`src/rtl/usb11_port_ctrl_if.sv`:
```
// usb11_port_ctrl_if: command, transmit and result handshakes of the port controller.
interface usb11_port_ctrl_if;
   logic [15:0] cmd_data;
   logic        cmd_wr;
   logic        cmd_full;
   logic [7:0]  tx_byte;
   logic [3:0]  tx_ch;
   logic        tx_valid;
   logic        tx_ready;
   logic [15:0] res_data;
   logic        res_valid;
   logic        res_ready;
   modport master (
      output cmd_data, cmd_wr, tx_ready, res_ready,
      input  cmd_full, tx_byte, tx_ch, tx_valid, res_data, res_valid
   );
   modport slave (
      input  cmd_data, cmd_wr, tx_ready, res_ready,
      output cmd_full, tx_byte, tx_ch, tx_valid, res_data, res_valid
   );
endinterface

```
`src/rtl/usb11_port_ctrl.sv`:
```
// usb11_port_ctrl: multi-port USB 1.1 command engine with frame-aligned port control.
// Optional USB11_LINE_EVT_EN reports line-state changes on enabled ports.
module usb11_port_ctrl #(
   parameter int NUM_CH     = 2,
   parameter int CMD_AW     = 4,
   parameter int FRAME_CLKS = 12000
) (
   input  logic              clk,
   input  logic              reset,
   usb11_port_ctrl_if.slave  bus,
   input  logic [NUM_CH-1:0] line_dp,
   input  logic [NUM_CH-1:0] line_dm,
   output logic [NUM_CH-1:0] port_se0,
   output logic [NUM_CH-1:0] port_en,
   output logic              eof
);
   localparam int DEPTH = 1 << CMD_AW;
   localparam int FW    = $clog2(FRAME_CLKS);
   typedef enum logic [2:0] {IDLE, FETCH, EXEC, TX_WAIT, RES_WAIT} state_t;
   state_t state, state_n;
   logic [15:0] mem [DEPTH];
   logic [15:0] cmd_q, evt_word;
   logic [CMD_AW-1:0] wp, rp;
   logic [CMD_AW:0] cnt, cnt_n;
   logic [FW-1:0] fcnt;
   logic [NUM_CH-1:0] dp1, dm1, dp_s, dm_s, pend_rst, pend_en, sel;
   logic [3:0] op, ch;
   logic push, pop, empty, exec, evt_take;
   assign op = cmd_q[15:12];
   assign ch = cmd_q[11:8];
   // Out-of-range channels shift the one-hot select to zero, turning the command into a NOP.
   assign sel = NUM_CH'(1) << ch;
   assign exec = state == EXEC && |sel;
   assign empty = cnt == '0;
   assign pop = state == FETCH;
   assign push = bus.cmd_wr & (~bus.cmd_full | pop);
   assign cnt_n = cnt + (CMD_AW+1)'(push) - (CMD_AW+1)'(pop);
   assign eof = fcnt == FW'(FRAME_CLKS-1);
   assign bus.tx_valid = state == TX_WAIT;
   assign bus.res_valid = state == RES_WAIT;
   always_comb begin
      state_n = state;
      case (state)
         IDLE:     state_n = !empty ? FETCH : evt_take ? RES_WAIT : IDLE;
         FETCH:    state_n = EXEC;
         EXEC:     state_n = exec && op == 4'd4 ? TX_WAIT : exec && op == 4'd3 ? RES_WAIT : IDLE;
         TX_WAIT:  state_n = bus.tx_ready ? IDLE : TX_WAIT;
         RES_WAIT: state_n = bus.res_ready ? IDLE : RES_WAIT;
         default:  state_n = IDLE;
      endcase
   end
   always_ff @(posedge clk)
      if (push) mem[wp] <= bus.cmd_data;
   always_ff @(posedge clk or posedge reset)
      if (reset) begin
         state        <= IDLE;
         wp           <= '0;
         rp           <= '0;
         cnt          <= '0;
         bus.cmd_full <= 1'b0;
         fcnt         <= '0;
         {dp1, dp_s, dm1, dm_s} <= '0;
         {pend_rst, pend_en, port_se0, port_en} <= '0;
         cmd_q        <= '0;
         bus.tx_byte  <= '0;
         bus.tx_ch    <= '0;
         bus.res_data <= '0;
      end else begin
         state        <= state_n;
         cnt          <= cnt_n;
         bus.cmd_full <= cnt_n == (CMD_AW+1)'(DEPTH);
         fcnt         <= eof ? '0 : fcnt + 1'b1;
         {dp_s, dp1}  <= {dp1, line_dp};
         {dm_s, dm1}  <= {dm1, line_dm};
         if (push) wp <= wp + 1'b1;
         if (pop) begin
            rp    <= rp + 1'b1;
            cmd_q <= mem[rp];
         end
         if (exec && op == 4'd1) pend_rst <= (pend_rst & ~sel) | ({NUM_CH{cmd_q[0]}} & sel);
         if (exec && op == 4'd2) pend_en <= (pend_en & ~sel) | ({NUM_CH{cmd_q[0]}} & sel);
         if (exec && op == 4'd4) begin
            bus.tx_byte <= cmd_q[7:0];
            bus.tx_ch   <= ch;
         end
         if (exec && op == 4'd3) bus.res_data <= {4'h1, ch, 6'h0, |(dp_s & sel), |(dm_s & sel)};
         else if (evt_take) bus.res_data <= evt_word;
         // Port state only moves on the frame boundary so the serializers see whole frames.
         if (eof) begin
            port_se0 <= pend_rst;
            port_en  <= pend_en;
         end
      end
`ifdef USB11_LINE_EVT_EN
   logic [NUM_CH-1:0] prev_dp, prev_dm, evt, chg, done, esel;
   logic [3:0] evt_ch;
   assign chg = port_en & ((dp_s ^ prev_dp) | (dm_s ^ prev_dm));
   assign esel = NUM_CH'(1) << evt_ch;
   // Only event results (tag 2) retire a pending bit; READ_LINES results leave them alone.
   assign done = state == RES_WAIT && bus.res_ready && bus.res_data[15:12] == 4'h2 ?
                 NUM_CH'(1) << bus.res_data[11:8] : '0;
   assign evt_take = state == IDLE && empty && |evt;
   assign evt_word = {4'h2, evt_ch, 6'h0, |(dp_s & esel), |(dm_s & esel)};
   always_comb begin
      evt_ch = '0;
      for (int i = NUM_CH-1; i >= 0; i--)
         if (evt[i]) evt_ch = 4'(i);
   end
   always_ff @(posedge clk or posedge reset)
      if (reset) begin
         prev_dp <= '0;
         prev_dm <= '0;
         evt     <= '0;
      end else begin
         prev_dp <= dp_s;
         prev_dm <= dm_s;
         evt     <= (evt & ~done) | chg;
      end
`else
   assign evt_take = 1'b0;
   assign evt_word = '0;
`endif
endmodule

```
`src/flat_wrapper.sv`:
```
// flat-port wrapper written by rule: the top's interface ports become plain ports
module usb11_port_ctrl_flat 
#(
   parameter int NUM_CH     = 2,
   parameter int CMD_AW     = 4,
   parameter int FRAME_CLKS = 12000
)
  (clk, reset, line_dp, line_dm, port_se0, port_en, eof, bus_cmd_data, bus_cmd_wr, bus_tx_ready, bus_res_ready, bus_cmd_full, bus_tx_byte, bus_tx_ch, bus_tx_valid, bus_res_data, bus_res_valid);
  usb11_port_ctrl_if bus_i ();
  input  logic clk;
  input  logic reset;
  input  logic [NUM_CH-1:0] line_dp;
  input  logic [NUM_CH-1:0] line_dm;
  output logic [NUM_CH-1:0] port_se0;
  output logic [NUM_CH-1:0] port_en;
  output logic eof;
  input wire logic [$bits(bus_i.cmd_data)-1:0] bus_cmd_data;
  input wire logic [$bits(bus_i.cmd_wr)-1:0] bus_cmd_wr;
  input wire logic [$bits(bus_i.tx_ready)-1:0] bus_tx_ready;
  input wire logic [$bits(bus_i.res_ready)-1:0] bus_res_ready;
  output wire logic [$bits(bus_i.cmd_full)-1:0] bus_cmd_full;
  output wire logic [$bits(bus_i.tx_byte)-1:0] bus_tx_byte;
  output wire logic [$bits(bus_i.tx_ch)-1:0] bus_tx_ch;
  output wire logic [$bits(bus_i.tx_valid)-1:0] bus_tx_valid;
  output wire logic [$bits(bus_i.res_data)-1:0] bus_res_data;
  output wire logic [$bits(bus_i.res_valid)-1:0] bus_res_valid;
  assign bus_i.cmd_data = bus_cmd_data;
  assign bus_i.cmd_wr = bus_cmd_wr;
  assign bus_i.tx_ready = bus_tx_ready;
  assign bus_i.res_ready = bus_res_ready;
  assign bus_cmd_full = bus_i.cmd_full;
  assign bus_tx_byte = bus_i.tx_byte;
  assign bus_tx_ch = bus_i.tx_ch;
  assign bus_tx_valid = bus_i.tx_valid;
  assign bus_res_data = bus_i.res_data;
  assign bus_res_valid = bus_i.res_valid;
  usb11_port_ctrl #(.NUM_CH(NUM_CH), .CMD_AW(CMD_AW), .FRAME_CLKS(FRAME_CLKS)) u_core (.clk(clk), .reset(reset), .bus(bus_i), .line_dp(line_dp), .line_dm(line_dm), .port_se0(port_se0), .port_en(port_en), .eof(eof));
endmodule
```
`config.mk`:
```
export PLATFORM = sky130hd
export DESIGN_NAME = usb11_port_ctrl_flat
export DESIGN_NICKNAME = d
export VERILOG_FILES = /design/src/rtl/usb11_port_ctrl_if.sv /design/src/rtl/usb11_port_ctrl.sv /design/src/flat_wrapper.sv
export SDC_FILE = /design/constraint.sdc
export NUM_CORES = 1
export LEC_CHECK = 0
export CORE_MARGIN = 4
export CORE_UTILIZATION = 50
export CTS_CLUSTER_DIAMETER = 60
export DETAILED_ROUTE_END_ITERATION = 16
export PLACE_DENSITY = 0.68
export SKIP_CTS_REPAIR_TIMING = 1
export SYNTH_ARGS = -nofsm -noshare
export SYNTH_HDL_FRONTEND = slang
export SYNTH_SLANG_ARGS = --single-unit
```
`constraint.sdc`:
```
create_clock -name clk -period 3.5 [get_ports clk]
set_clock_uncertainty 0.05 [all_clocks]
set_input_delay 0.7 -clock clk [delete_from_list [all_inputs] [get_ports clk]]
set_output_delay 0.7 -clock clk [all_outputs]
set_load 0.1 [all_outputs]
```
# == Word-level counts from Yosys, hierarchy flattened ==
# Memory sizes are Yosys's and may differ from the RTL's. A register that Yosys moved wholly into a read port is not among the register bits.
# Cells that the tools add are included.
# word_totals
ram_bits,256
out_inout_bits,36
n_memories,1
regBits,66
input_bits,25
# op_classes
bitwise_logic,11
reduce_logical,10
add_sub_neg,5
eq_ne,10
mux,9
n_shift,1
# memory_table
memory,depth,word_bits,read_ports,rd_clocked_by_memory_dff,wr,line_no,source
u_core.mem,16,16,1,1,1,usb11_port_ctrl.sv:21,logic [15:0] mem [DEPTH];
# op_table
cell,count
3-bit one-hot mux with 5 select lines,1
14-bit by 1-bit adder with 14-bit output (second input constant),1
14-bit == test (second input constant),1
14-bit 2-to-1 mux,1
2-bit AND,5
3-bit 2-to-1 mux,3
4-bit by 1-bit adder with 4-bit output (second input constant),2
4-bit by 2-bit == test with 1-bit output (second input constant),2
3-bit by 2-bit == test with 1-bit output (second input constant),2
2-bit OR reduction,3
5-bit by 1-bit adder with 5-bit output,1
5-bit == test (second input constant),1
1-bit logical AND,5
5-bit logical NOT,1
5-bit by 1-bit subtractor with 5-bit output,1
4-bit by 1-bit == test with 1-bit output (second input constant),1
4-bit by 3-bit == test with 1-bit output (second input constant),1
2-bit OR,2
1-bit by 4-bit << shifter with 2-bit output (first input constant),1
3-bit by 1-bit == test with 1-bit output (second input constant),1
3-bit == test (second input constant),1
3-bit logical NOT,1
1-bit 2-to-1 mux,3
2-bit 2-to-1 mux,1
other kinds (4),4

# == Longest topological paths before layout ==
# Gate-level depths: netlist (run 1).
# depth
ltp_word,7
mapped_depth,12

# == Worst setup path before layout (run 1) ==
# OpenSTA, ideal clock, no wires.
# synth_timing
kind,reg-to-output
from,reg u_core.state[1]
to,out bus_res_valid
path_slack_ns,0.033
path_buffers,1
stages_incl_launch_ff,3
t_arrival_ns,2.717
path_cell_list,dfrtp_1 buf_2 nor3b_1
# synth_between
elab_chain_len,1
# synth_lines
item,line_no,source
from (decl),usb11_port_ctrl.sv:20,"state_t state, state_n;"
from (signal assigned),usb11_port_ctrl.sv:69,state <= state_n;
3-bit == test,usb11_port_ctrl.sv:40,assign bus.res_valid = state == RES_WAIT;
to (decl),flat_wrapper.sv:26,output wire logic [$bits(bus_i.res_valid)-1:0] bus_res_valid;
# Every way passes these cells.

# == Worst setup path in the final report (run 1) ==
# layout_timing
from,reg u_core.fcnt[0]
to,out eof
# layout_between
elab_chain_len,1
# layout_lines
item,line_no,source
from (decl),usb11_port_ctrl.sv:25,logic [FW-1:0] fcnt;
from (signal assigned),usb11_port_ctrl.sv:72,fcnt <= eof ? '0 : fcnt + 1'b1;
14-bit == test,usb11_port_ctrl.sv:38,assign eof = fcnt == FW'(FRAME_CLKS-1);
to (decl),flat_wrapper.sv:16,output logic eof;
# Every way passes these cells.

==> results of run 1 <==
path summary, 6_finish.rpt:
path / start / end / depth (start not counted)
min reg2reg: u_core.dm1[0]$_DFF_PP0_ / u_core.dm_s[0]$_DFF_PP0_ / 0
max in group asynchronous: reset / u_core.fcnt[0]$_DFF_PP0_ / 3
min: u_core.dm1[0]$_DFF_PP0_ / u_core.dm_s[0]$_DFF_PP0_ / 0
min in group asynchronous: reset / u_core.wp[2]$_DFFE_PP0P_ / 2
max: u_core.fcnt[0]$_DFF_PP0_ / eof / 5
max reg2reg: u_core.state[0]$_DFF_PP0_ / u_core.bus.cmd_full$_DFF_PP0_ / 10
sequential cells by signal, summed over array words and instances, names as in the netlist, 3 cells and up, named ones only:
name and flops:
u_core.bus.res_data 7, u_core.bus.tx_byte 8, u_core.bus.tx_ch 4, u_core.cmd_q 16, u_core.cnt 5, u_core.fcnt 14
u_core.mem 256, u_core.rp 4, u_core.state 3, u_core.wp 4
stage by stage:
| step | setup slack [ps] | util [%] | total power [uW] | cell area, sq um | cells |
|---|---|---|---|---|---|
| floorplan | 32.8 | - | 7770 | 13400 | 708 |
| global placement | 670 | 54.7 | 8680 | 14300 | 1079 |
| detailed placement | 589 | 54.7 | 8780 | 14300 | 1079 |
| CTS | 601 | 59.3 | 12600 | 15500 | 1144 |
| global route | 553 | 59.3 | 13100 | 15500 | 1144 |
| finish | 655 | 59.3 | 12500 | 15500 | 1144 |
layer usage:
| metal | routed length [um] | track usage, % | vias up |
|---|---|---|---|
| met1 | 11800 | 26.9 | 3377 |
| met3 | 1620 | 4.05 | 39 |
| met2 | 12100 | 28.3 | 188 |
| met5 | 0 | 0 | - |
| met4 | 464 | 4.20 | 0 |
| li1 | - | - | 2908 |
cell usage after synthesis, types with 2 or more instances:
library cell,count,area [sq um]
and3_1,5,31.3
nand3b_1,3,22.5
nand4_1,7,43.8
nand2_1,20,75.1
nor4_1,3,18.8
a21oi_1,4,20.0
mux2i_1,37,370
nor3_1,5,25.0
mux2_2,15,169
nor2b_1,2,12.5
o221ai_1,7,61.3
nand3_1,9,45.0
buf_2,13,65.1
edfxtp_1,256,7690
buf_1,8,30.0
buf_4,10,75.1
nor4b_1,3,26.3
nor2_1,13,48.8
and4_1,6,52.6
xnor2_1,13,114
ha_1,11,138
mux4_2,61,1370
a2bb2oi_1,8,70.1
and3b_1,3,26.3
buf_6,2,22.5
inv_1,9,33.8
and2_1,15,93.8
a31oi_1,2,12.5
dfrtp_1,82,2050
and2_2,3,22.5
o21ai_0,11,55.1
nand2b_1,5,31.3
xor2_1,8,70.1
mux2_4,5,75.1
clkbuf_1,11,41.3
nor3b_1,4,30.0
where the power goes:
| part | total [uW] | internal, uW | leakage [uW] | switching (uW) |
|---|---|---|---|---|
| clock network | 3770 | 2280 | 0.000578 | 1490 |
| registers | 5330 | 4880 | 0.00336 | 449 |
| logic | 3350 | 1500 | 0.00168 | 1850 |
cell families after synthesis:
logic type	count (synthesis)	synth area share [%]
AO/OA/AOI/OAI	39	2.05
AND/OR/NAND/NOR	117	5.39
other	1	0.0281
multiplexers	118	14.9
buffers and inverters	54	2.15
flip-flops	338	72.9
XOR/XNOR	21	1.38
adder cells (fa/ha/maj)	12	1.18
worst max-delay path, stage by stage, from the launching register on:
cell,delay (ps)
dfrtp_1,400
ha_1,220
and3_1,240
nand3_1,100
nor2_1,270
buf_4,350
area by class of cell:
| type | instances | area (sq um) |
|---|---|---|
| Clock buffer | 46 | 1010 |
| Clock inverter | 19 | 191 |
| Fill cell | 1878 | 10600 |
| Inverter | 9 | 35.0 |
| Multi-Input combinational cell | 316 | 3360 |
| Sequential cell | 338 | 9740 |
| Tap cell | 335 | 419 |
| Timing Repair Buffer | 81 | 748 |
==> run_results.csv, run 1 <==
group,metric,value,unit
outcome,status,"finished clean",
timing,slew-limit-headroom,35.0,%
clock_tree,htree_levels,2,
worst_setup_path,worstSetupPathType,"reg2out",
placement,port_buffers,51,
timing,hold_viol_final,0,
timing,fmax,351,MHz
timing,whs,299,ps
floorplanning,initial_core_util,51.1,%
clock_tree,clock-root-buffer,"clkbuf_16",
synthesis,synth-edff-count,256,
routing,remaining_drc_errors,0,
finish,drive_above_1_share,23.5,%
clock_tree,cts_tree,"yes",
global_routing,grt_max_degree,46,
finish,syn_to_final_growth,16.1,%
global_routing,track_usage,18.2,%
timing,period_needed,2850,ps
pwr,vdd_drop_max,0.000451,V
finish,antenna_cells,0,
timing,worst_pin_slew,972,ps
clock_tree,insertion_delay,520,ps
floorplanning,die_h,171,um
synthesis,ys.flop_type,"edfxtp_1",
routing,drt-total-wl,26000,um
routing,firstDrtPassIters,5,
finish,most-common-layout-cells,"edfxtp_1 (256), dfrtp_1 (80), mux4_2 (61)",
timing,report.final.slew_viol_count,0,
timing,setup_tns,0,ps
floorplanning,die-area,29400,sq um
synthesis,synth.ff_latch_count,338,
synthesis,synthArstFlopShare,24.3,%
flow_run,cap_violations,0,
synthesis,ys_types,57,
synthesis,syn_inst,700,
worst_setup_path,cp.arrival,2100,ps
floorplanning,core,26100,sq um
floorplanning,pin_count,61,
global_routing,grt_pass1_vias,6855,
synthesis,yosys_warnings,0,
clock_tree,clk_pin_slew,60,ps
routing,avgRoutedWirePerCell,22.8,um
floorplanning,die_w,171,um
placement,dpl.hpwl,17400,um
routing,vias,6512,
global_routing,grt_overflow,0,
worst_setup_path,crit_path_end_kind,"primary output",
timing,grt_setup_unrepaired,"false",
floorplanning,row_count,59,
clock_tree,numCtsBuffers,36,
routing,via_per_inst,5.69,
worst_setup_path,cp-start-kind,"flop",
timing,setup_viol,0,
synthesis,yosysSeqAreaShare,72.9,%
finish,final_common_cell,"edfxtp_1",
global_routing,antenna_found_initial,0,
worst_setup_path,r2r_slack,760,ps
synthesis,synth_area,13400,sq um
placement,place.gp.congestion,0.839,
pwr,power_density,803,nW/um^2
global_routing,grt_pass1_wl,40600,um
finish,finalNetCount,819,
pwr,p_leak,0.00562,uW
clock_tree,clock_sinks,338,
routing,ant_nets,0,
clock_tree,cts_buffer_depth,3,
worst_hold_path,hold_class,"reg2reg",
synthesis,avgSynthCellArea,19.1,sq um
timing,fin_crit_sh,81.3,%
worst_setup_path,cp.required,2750,ps
worst_setup_path,cp_max_fo,5,
routing,first_iter_violations,609,
No activity file was read; power rests on OpenSTA's default activity.
==> inputs of run 2 (changes only) <==
--- a/config.mk
+++ b/config.mk
@@ -9,7 +9,7 @@
 export CORE_UTILIZATION = 50
 export CTS_CLUSTER_DIAMETER = 60
 export DETAILED_ROUTE_END_ITERATION = 16
-export PLACE_DENSITY = 0.68
+export PLACE_DENSITY = 0.71
 export SKIP_CTS_REPAIR_TIMING = 1
 export SYNTH_ARGS = -nofsm -noshare
 export SYNTH_HDL_FRONTEND = slang
==> constraint.sdc (replaced) <==
create_clock -name clk -period 2.35 [get_ports clk]
set_clock_uncertainty 0.05 [all_clocks]
set_input_delay 0.47 -clock clk [delete_from_list [all_inputs] [get_ports clk]]
set_output_delay 0.47 -clock clk [all_outputs]
set_load 0.1 [all_outputs]
==> run 2 against run 1 <==
  * Clock power increased by 45%
  * Critical path type is now reg2reg
  * Via count increased by 2.6%
  * Worst setup slack got worse by 610 ps
  * First-iteration DRC count decreased by 16%
  * Register-to-register slack got worse by 720 ps
  * Wire length increased by 3.2%
  * Largest cell class unchanged
  * Combinational power increased by 70%
==> run_results.csv, run 2 (same netlist as run 1, synthesis figures left out) <==
group,metric,value,unit
finish,syn_to_final_growth,19.0,%
global_routing,grt_pass1_vias,7070,
global_routing,track_usage,18.8,%
floorplanning,die_w,171,um
placement,place_inst,1104,
global_routing,grt_pass1_wl,41800,um
floorplanning,initial_core_util,51.1,%
pwr,vdd_drop_max,0.000720,V
timing,setup_viol,0,
timing,fin_crit_sh,98.2,%
floorplanning,die-area,29400,sq um
global_routing,grt_max_degree,44,
worst_setup_path,cp-start-kind,"flop",
timing,fmax,433,MHz
finish,antenna_cells,0,
clock_tree,clk_pin_slew,60,ps
timing,slew-limit-headroom,57.3,%
worst_setup_path,timing.rr.end,"u_core.bus.cmd_full$_DFF_PP0_",
worst_setup_path,worstSetupPathType,"reg2reg",
clock_tree,numCtsBuffers,36,
pwr,power_density,1190,nW/um^2
placement,port_buffers,51,
placement,place.gp.congestion,0.797,
routing,via_per_inst,5.69,
floorplanning,pin_count,61,
pwr,p_leak,0.00586,uW
timing,grt_setup_unrepaired,"true",
pwr,p_comb_share,30.1,%
worst_setup_path,cp.arrival,2700,ps
routing,remaining_drc_errors,0,
timing,report.final.slew_viol_count,0,
global_routing,grt_overflow,0,
finish,most-common-layout-cells,"edfxtp_1 (256), dfrtp_1 (80), buf_4 (69)",
clock_tree,cts_buffer_depth,3,
floorplanning,core,26100,sq um
finish,fillers,1795,
clock_tree,clock-root-buffer,"clkbuf_16",
worst_setup_path,r2r_slack,40,ps
worst_setup_path,reg2reg_depth,9,
pwr,p_seq_share,41.1,%
pwr,p_int,13200,uW
floorplanning,die_h,171,um
timing,fin_ws,42.4,ps
clock_tree,cts_tree,"yes",
pwr,switchingPower,5750,uW
placement,dpl.hpwl,18100,um
worst_hold_path,hold_class,"in2async",
finish,final_common_cell,"edfxtp_1",
finish,largest_register_ff_count,256,
finish,layoutNonFillerInstCount,1173,
finish,finalNetCount,850,
routing,vias,6679,
routing,first_iter_violations,509,
timing,worst_pin_slew,638,ps
timing,period_needed,2310,ps
finish,final_util,60.8,%
floorplanning,row_count,59,
worst_setup_path,timing.rr.start,"u_core.state[2]$_DFF_PP0_",
clock_tree,htree_levels,2,
finish,largestRegisters,"u_core.mem: 256 flops, u_core.cmd_q: 16 flops, u_core.fcnt: 14 flops",
worst_setup_path,cp_max_fo,4,
pwr,clkPwrFrac,28.8,%
routing,firstDrtPassIters,5,
routing,drt-total-wl,26900,um
worst_setup_path,cp.required,2750,ps
clock_tree,clock_sinks,338,
routing,ant_nets,0,
timing,hold_viol_final,0,
routing,avgRoutedWirePerCell,22.9,um
outcome,status,"finished clean",
clock_tree,insertion_delay,520,ps
flow_run,cap_violations,0,
finish,largest_register,"u_core.mem",
placement,dp_slack,-37.4,ps
finish,drive_above_1_share,29.7,%
global_routing,antenna_found_initial,0,
worst_setup_path,crit_path_end_kind,"flop",
pwr,power,18900,uW
pwr,netSwitchingFraction,30.4,%
-- run 2: cell count changes in the layout (fill, tap and decap cells not counted), sizes merged --
| cell | change |
|---|---|
| buf | +48 |
| clkbuf | +1 |
| clkdlybuf4s50 | -17 |
| clkinv | +1 |
| clkinvlp | -3 |
| inv | -1 |
-- run 2: worst max-delay path by stage --
stage / endpoint / slack (ps) / from
3_3_place_gp: u_core.mem[2][10]$_DFFE_PP_ / 30 / bus_cmd_wr
4_1_cts: eof / -60 / u_core.fcnt[0]$_DFF_PP0_
5_1_grt: u_core.bus.cmd_full$_DFF_PP0_ / -100 / u_core.state[2]$_DFF_PP0_
6_report: u_core.bus.cmd_full$_DFF_PP0_ / 40 / u_core.state[2]$_DFF_PP0_
3_5_place_dp: u_core.mem[1][11]$_DFFE_PP_ / -40 / bus_cmd_wr
2_1_floorplan: u_core.bus.cmd_full$_DFF_PP0_ / -110 / u_core.bus.cmd_full$_DFF_PP0_
-- run 2: layer usage --
| metal | vias to the layer above | global-route usage, % | share of wire (%) |
|---|---|---|---|
| li1 | 2977 | - | - |
| met1 | 3447 | 25.4 | 41 |
| met2 | 216 | 31.3 | 50 |
| met3 | 39 | 4.48 | 6.7 |
| met4 | 0 | 4.89 | 1.8 |
| met5 | - | 0 | 0 |
-- run 2: layout make-up --
type | count | area [sq um] | area share [%]
inverter | 9 | 37.5 | 0.236
clock buffer | 47 | 983 | 6.19
multi-input combinational | 316 | 3410 | 21.4
tap | 335 | 419 | 2.64
clock inverter | 16 | 163 | 1.02
timing repair buffer | 112 | 1140 | 7.16
sequential | 338 | 9740 | 61.3
-- run 2: power by group through the flow --
stage,registers [uW],clock network [uW],logic [uW]
finish,7760,5450,5690
floorplan,8000,0,3650
global placement,7820,0,5480
detailed placement,7870,0,5650
global route,7840,5860,6120
CTS,7770,5580,5690
-- run 2: through the flow --
step           hold slack, ps  area, sq um  TNS (ps)
5_1_grt                   301        15900      -145
3_3_place_gp              283        14700         0
3_5_place_dp              286        14700     -2050
4_1_cts                   299        15800     -75.7
2_1_floorplan             281        13400      -114
6_report                  297        15900         0
-- run 2: critical path, stage by stage (launching register included) --
cell	delay, ps
dfrtp_1	380
or3b_4	440
nand2_1	80
nand2_1	60
ha_2	200
fa_2	370
a21oi_2	150
o21bai_1	80
xnor2_1	240
and3b_1	200
